--- config.mk ---
export PLATFORM = sky130hd
export DESIGN_NAME = fpu_sgn_unit
export DESIGN_NICKNAME = d
export VERILOG_FILES = /design/src/rtl/fpu_sgn_unit.sv
export SDC_FILE = /design/constraint.sdc
export NUM_CORES = 1
export LEC_CHECK = 0
export ABC_AREA = 1
export BUFFER_PORTS_ARGS = -buffer_cell sky130_fd_sc_hd__buf_2
export CELL_PAD_IN_SITES_DETAIL_PLACEMENT = 0
export CELL_PAD_IN_SITES_GLOBAL_PLACEMENT = 1
export CORE_MARGIN = 5
export CORE_UTILIZATION = 40
export CTS_BUF_LIST = sky130_fd_sc_hd__clkbuf_16
export DETAILED_ROUTE_END_ITERATION = 12
export PLACE_DENSITY = 0.81
export SETUP_SLACK_MARGIN = 0.4
export SYNTH_ARGS = -nofsm -noshare
export SYNTH_HDL_FRONTEND = slang
export SYNTH_SLANG_ARGS = --single-unit
export TNS_END_PERCENT = 20
--- constraint.sdc ---
create_clock -name clk -period 2.9 [get_ports clk]
set_input_delay 0.435 -clock clk [delete_from_list [all_inputs] [get_ports clk]]
set_output_delay 0.435 -clock clk [all_outputs]
set_load 0.01 [all_outputs]
--- src/rtl/fpu_sgn_unit.sv ---
// fpu_sgn_unit: 2-stage FP sign-injection and fmin/fmax unit (RV32F).
// Ports: clk/rstn; flush; in_valid/in_ready with op, x1, x2, rd;
//   out_valid/out_ready with y, out_rd, out_nv, out_illegal; busy.
module fpu_sgn_unit #(
  parameter logic [31:0] CANON_NAN = 32'h7fc00000
) (
  input  logic        clk,
  input  logic        rstn,
  input  logic        flush,
  input  logic        in_valid,
  output logic        in_ready,
  input  logic [2:0]  op,
  input  logic [31:0] x1,
  input  logic [31:0] x2,
  input  logic [4:0]  rd,
  output logic        out_valid,
  input  logic        out_ready,
  output logic [31:0] y,
  output logic [4:0]  out_rd,
  output logic        out_nv,
  output logic        out_illegal,
  output logic        busy
);

  typedef struct packed {
    logic [2:0]  op;
    logic [31:0] x1;
    logic [31:0] x2;
    logic [4:0]  rd;
  } s1_t;

  typedef struct packed {
    logic [31:0] y;
    logic [4:0]  rd;
    logic        nv;
    logic        il;
  } s2_t;

  logic s1_valid;
  logic s2_valid;
  s1_t  s1_q;
  s2_t  s2_q;
  s2_t  s2_d;

  logic s2_ready;
  logic s1_adv;
  logic accept;

  assign s2_ready = !s2_valid || out_ready;
  assign s1_adv   = s1_valid && s2_ready;
  // flush kills the pipe, so nothing is taken in that cycle
  assign in_ready = !flush && (!s1_valid || s1_adv);
  assign accept   = in_valid && in_ready;

  always_ff @(posedge clk or negedge rstn) begin
    if (!rstn) begin
      s1_valid <= 1'b0;
      s1_q     <= '0;
    end else begin
      if (flush)       s1_valid <= 1'b0;
      else if (accept) s1_valid <= 1'b1;
      else if (s1_adv) s1_valid <= 1'b0;
      if (accept) begin
        s1_q.op <= op;
        s1_q.x1 <= x1;
        s1_q.x2 <= x2;
        s1_q.rd <= rd;
      end
    end
  end

  always_ff @(posedge clk or negedge rstn) begin
    if (!rstn) begin
      s2_valid <= 1'b0;
      s2_q     <= '0;
    end else begin
      if (flush)          s2_valid <= 1'b0;
      else if (s1_adv)    s2_valid <= 1'b1;
      else if (out_ready) s2_valid <= 1'b0;
      if (s1_adv && !flush) s2_q <= s2_d;
    end
  end

  logic [31:0] a;
  logic [31:0] b;
  logic        nan_a;
  logic        nan_b;
  logic        snan_a;
  logic        snan_b;
  logic        a_lt_b;
  logic [31:0] min_y;
  logic [31:0] max_y;

  assign a      = s1_q.x1;
  assign b      = s1_q.x2;
  assign nan_a  = (&a[30:23]) && (|a[22:0]);
  assign nan_b  = (&b[30:23]) && (|b[22:0]);
  assign snan_a = nan_a && !a[22];
  assign snan_b = nan_b && !b[22];

  // sign-magnitude order; differing signs make -0 < +0
  always_comb begin
    if (a[31] != b[31])
      a_lt_b = a[31];
    else if (!a[31])
      a_lt_b = a[30:0] < b[30:0];
    else
      a_lt_b = a[30:0] > b[30:0];
  end

  always_comb begin
    min_y = a_lt_b ? a : b;
    max_y = a_lt_b ? b : a;
    if (nan_a && nan_b) begin
      min_y = CANON_NAN;
      max_y = CANON_NAN;
    end else if (nan_a) begin
      min_y = b;
      max_y = b;
    end else if (nan_b) begin
      min_y = a;
      max_y = a;
    end
  end

  logic is_j;
  logic is_jn;
  logic is_jx;
  logic is_min;
  logic is_max;

  assign is_j   = s1_q.op == 3'b000;
  assign is_jn  = s1_q.op == 3'b001;
  assign is_jx  = s1_q.op == 3'b010;
  assign is_min = s1_q.op == 3'b011;
  assign is_max = s1_q.op == 3'b100;

  always_comb begin
    s2_d.y  = a;
    s2_d.rd = s1_q.rd;
    s2_d.nv = 1'b0;
    s2_d.il = 1'b0;
    unique case (1'b1)
      is_j:  s2_d.y = {b[31], a[30:0]};
      is_jn: s2_d.y = {~b[31], a[30:0]};
      is_jx: s2_d.y = {a[31] ^ b[31], a[30:0]};
      is_min: begin
        s2_d.y  = min_y;
        s2_d.nv = snan_a || snan_b;
      end
      is_max: begin
        s2_d.y  = max_y;
        s2_d.nv = snan_a || snan_b;
      end
      default: s2_d.il = 1'b1;
    endcase
  end

  assign out_valid   = s2_valid;
  assign y           = s2_q.y;
  assign out_rd      = s2_q.rd;
  assign out_nv      = s2_q.nv;
  assign out_illegal = s2_q.il;
  assign busy        = s1_valid || s2_valid;

endmodule

Word level (Yosys, flattened, before mapping)
Cells that the tools add are included.
{"block": "totals", "input_bits": 77, "output_inout_bits": 42, "regBits": 113, "elab_cells": 65}
{"block": "classes", "n_reduce_logical": 27, "bitwise": 2, "eq_ne": 5, "n_mux": 19, "magnitude_cmp": 2}
{"cell": "$mux 32", "count": 8}
{"cell": "$pmux 32 s5", "count": 1}
{"cell": "$reduce_or 23->1", "count": 2}
{"cell": "$gt 31x31->1", "count": 1}
{"cell": "$lt 31x31->1", "count": 1}
{"cell": "$reduce_and 8->1", "count": 2}
{"cell": "$mux 1", "count": 10}
{"cell": "$logic_and 1x1->1", "count": 9}
{"cell": "$eq 3x2->1 const B", "count": 2}
{"cell": "$reduce_bool 3->1", "count": 2}
{"cell": "$logic_not 1->1", "count": 5}
{"cell": "$reduce_or 5->1", "count": 1}
{"cell": "$logic_or 1x1->1", "count": 4}
{"cell": "$eq 3x1->1 const B", "count": 1}
{"cell": "$eq 3x3->1 const B", "count": 1}
{"cell": "$logic_not 3->1", "count": 1}
{"cell": "$reduce_or 2->1", "count": 1}
{"cell": "$ne 1x1->1", "count": 1}
{"cell": "$not 1->1", "count": 1}
{"cell": "$xor 1x1->1", "count": 1}

Longest topological paths before layout
{"block": "depth", "depth_word": 8, "ltp_mapped": 22, "depth_no_buf": 21}

Least setup slack after synthesis
No wires, ideal clock.
{"block": "synth_path", "path_kind": "register to register", "start": "register s1_q, in the netlist a[30]", "end": "register s2_q, in the netlist y[30]", "setup_slack_ns": 0.738, "arrival_time_ns": 2.040, "synth_period_minus_slack_ns": 2.162, "required_ns": 2.779, "stages_incl_launch_ff": 16, "cell_sequence": "dfrtp_1 ha_1 a21o_1 nor2_1 nand2_1 a21oi_1 nand3_1 nand2_1 nand2_2 nand2_4 nand2_4 buf_2 o211ai_1 nand2_1 nand2_1 nand2_1"}
{"block": "synth_via", "elab_chain_len": 8}
{"item": "start, declared", "line_no": "41", "rtl": "s1_t s1_q;"}
{"item": "$lt 31x31->1 / $gt 31x31->1 (equally long branches)", "line_no": "106, 108"}
{"item": "$mux 1", "line_no": "105", "rtl": "else if (!a[31])"}
{"item": "$mux 1", "line_no": "103", "rtl": "if (a[31] != b[31])"}
{"item": "$mux 32 (on tied branches)", "line_no": "113, 112"}
{"item": "$mux 32", "line_no": "120", "rtl": "end else if (nan_b) begin"}
{"item": "$mux 32", "line_no": "117", "rtl": "end else if (nan_a) begin"}
{"item": "$mux 32", "line_no": "114", "rtl": "if (nan_a && nan_b) begin"}
{"item": "$pmux 32 s5 (*)", "line_no": "143", "rtl": "unique case (1'b1)"}
{"item": "end signal, assigned", "line_no": "75", "rtl": "s2_q <= '0;"}
{"item": "end signal, assigned", "line_no": "80", "rtl": "if (s1_adv && !flush) s2_q <= s2_d;"}
{"item": "end, declared", "line_no": "42", "rtl": "s2_t s2_q;"}
Mark *: on every way between the ends. The rest lies on a longest branch, timed or not.
A chain may end at the register's enable or synchronous reset.

Worst setup path in the final report
{"block": "layout_path", "start": "register s1_q, in the netlist a[28]", "end": "register s2_q, in the netlist y[22]"}
The elaborated chain is that of the path after synthesis.

==> results.py <==
metrics = {
    "sta": {
        "setup_viol": 0,
        "fmax_ghz": 0.400,
        "drv_slew": 0,
        "fin_skew_ps": 7.76,
        "slew_headroom_pct": 53.9,
        "rsz0062_at_grt": "true",
        "holdWs_ps": 243,
        "min_period_ps": 2500,
        "period_share_pct": 86.1,
        "setup_tns_ps": 0,
        "hold_viol": 0,
        "worstMarginPinSlew_ps": 689,
    },
    "min_path": {
        "holdPathEnd": "s1_q[3]",
        "hp-start": "rd[3]",
        "hp-class": "in -> reg",
        "hold_path_depth": 2,
    },
    "power_and_ir_drop": {
        "vdd_drop_max_mv": 0.526,
        "p_leak_uw": 0.00454,
        "powerDensity_nw_per_um2": 710,
    },
    "synth": {
        "ys_ff_latch": 113,
        "synth_cells": 906,
        "synth_warnings": 0,
        "avgSynthCellArea_um2": 7.53,
        "yosysSeqAreaShare_pct": 41.5,
        "synthesis.nets": 1016,
        "synth.distinct_cells": 33,
        "synth_area_um2": 6820,
    },
    "drt": {
        "drcViolationCount": 0,
        "wire_per_inst_um": 16.8,
        "drtPass1Iterations": 5,
        "wl_mm": 21.8,
        "viasPerCell": 5.25,
        "drtIter0Drc": 442,
        "postRouteAntennaNets": 0,
        "vias": 6775,
    },
    "global_routing": {
        "grt_pass1_vias": 6293,
        "top_usage_layer": "met2",
        "met2_usage_pct": 32.0,
        "overflow": 0,
        "grt_pass1_wl_mm": 33.6,
        "met1_usage_pct": 29.8,
        "grt_usage_pct": 21.1,
        "antenna_found_initial": 1,
        "met3_usage_pct": 5.90,
        "grt_max_degree": 53,
    },
    "cells_and_area": {
        "final_cell_mix": "184 x nand2_1, 117 x buf_2, 106 x dfrtp_1",
        "area.growth.synth_to_final_pct": 30.7,
        "final_common_cell": "nand2_1",
        "utilization_pct": 53.5,
        "fin_nets": 1169,
        "final_layout_size_suffix_gt1_share_pct": 28.1,
        "antennaDiodeCount": 0,
    },
    "setup_path": {
        "worst-r2r-setup-slack_ps": 400,
        "worstPathArrival_ps": 2800,
        "cp_cell_sequence": "ha_4, a21oi_1, nor2_1, nor2_1, nand2_1, a21oi_2, nand2_1, nand2_2, nand2_2, nand3_4, buf_12, buf_12, nand2_8, o211ai_1, nand2_1, nand2_1, nand2_1",
        "worst_ep_required_time_ps": 3200,
        "reg2reg_from": "a[28]",
        "path_depth": 17,
        "path_max_fanout": 10,
        "crit_slowest_cell": "dfrtp_2",
        "critical-path-top-delay-family": "simple AND/OR/NAND/NOR gates",
        "cp_common_cell": "nand2_1",
        "path_class": "reg -> reg",
        "crit_path_end_kind": "register",
        "r2r-end": "y[22]",
        "cp-start-kind": "register",
        "crit_buf_inv": 2,
        "slowest_delay_ps": 450,
        "reg2regPathDepth": 17,
    },
    "floorplan": {
        "core_um2": 16600,
        "die_h_um": 141,
        "num_rows": 47,
        "die_area_um2": 19800,
        "ioPinCount": 119,
        "die_w_um": 141,
        "initial_core_util_pct": 41.0,
    },
    "cts": {
        "cts_htree_levels": 4,
        "clk_pin_slew_ps": 50,
        "cts_tree": "done",
        "cts.path.max_buffers": 2,
        "insertion_delay_ps": 420,
        "clock-sinks": 113,
        "cts_buffers": 17,
        "clock_tree.root_cell": "clkbuf_16",
    },
    "placement": {
        "gp_congestion": 0.838,
        "dp_hpwl_mm": 14.0,
        "port_buffers": 118,
    },
    "job": {
        "cap_violations": 0,
    },
    "outcome": {
        "status": "complete, no violations",
    },
}
repair_timing:
action                                 in CTS  in global routing
pin swaps                                   2                 23
hold buffers                                1                  0
setup endpoints to repair                  31                 31
setup buffers                               1                 29
gates cloned                                1                  7
resized for setup                          10                 70
endpoints found under the hold margin      32                  0
cells by family after synthesis:
kind of cell	share of synthesized area, %
AOI/OAI and AO/OA	12.9
adders and majority gates	6.06
buffers and inverters	9.76
DFF	41.5
muxes	2.15
and+or+nand+nor	27.6
routing by layer:
metal	share of wire [%]	routed length (um)	vias up
li1	-	-	3297
met1	46	10000	3174
met2	44	9550	262
met3	7.8	1700	40
met4	2.0	437	2
met5	0.051	11	-
area by class of cell:
type / instances / area [um^2]
timing repair buffer: 176 / 1190
clock inverter: 14 / 86.3
clock buffer: 17 / 425
tap: 220 / 275
sequential: 113 / 2840
fill: 1601 / 7730
multi-input combinational: 644 / 3700
inverter: 107 / 402
synthesized netlist by cell type (all sizes together):
library cell	instances	area (um^2)
clkbuf	13	48.8
a21oi	103	531
o31ai	1	7.51
nand3b	1	7.51
o21ai	36	180
nand2	201	790
o211ai	8	60.1
a22oi	9	67.6
nor3	3	30.0
o2111ai	1	8.76
nor4	8	50.1
ha	33	413
a31oi	1	6.26
nand4	17	113
nor2	107	409
dfrtp	113	2830
o22ai	1	6.26
mux2	13	146
buf	32	215
a21o	2	15.0
inv	107	402
nand3	96	485
per-stage QoR:
step	cells	power [uW]	instance area [um^2]	setup slack (ps)
after detailed placement	1221	3920	7650	287
after CTS	1255	5860	8240	401
after global placement	1221	3900	7650	295
after floorplan	906	3310	6820	738
after global routing	1291	6710	8910	265
final	1291	6330	8910	403
sequential cells by signal (all words and copies together) (netlist names):
name / flops
out_valid: 1
s1_valid: 1
out_illegal: 1
y: 32
out_rd: 5
out_nv: 1
s1_q: 8
a: 32
b: 32
worst max path at each step:
stage | from | to | slack [ps]
after floorplan | a[30] | y[30] | 740
after global placement | a[30] | y[14] | 300
after detailed placement | b[22] | y[24] | 290
after CTS | a[28] | y[0] | 400
after global routing | b[10] | y[30] | 260
final | a[28] | y[22] | 400
where the power goes:
group	internal, uW	leakage [uW]	switching (uW)	total, uW
combinational	973	0.00300	1400	2380
sequential	1870	0.00126	224	2100
clock	1140	0.000277	718	1850
Note: power is estimated with default switching activity, not from simulation.
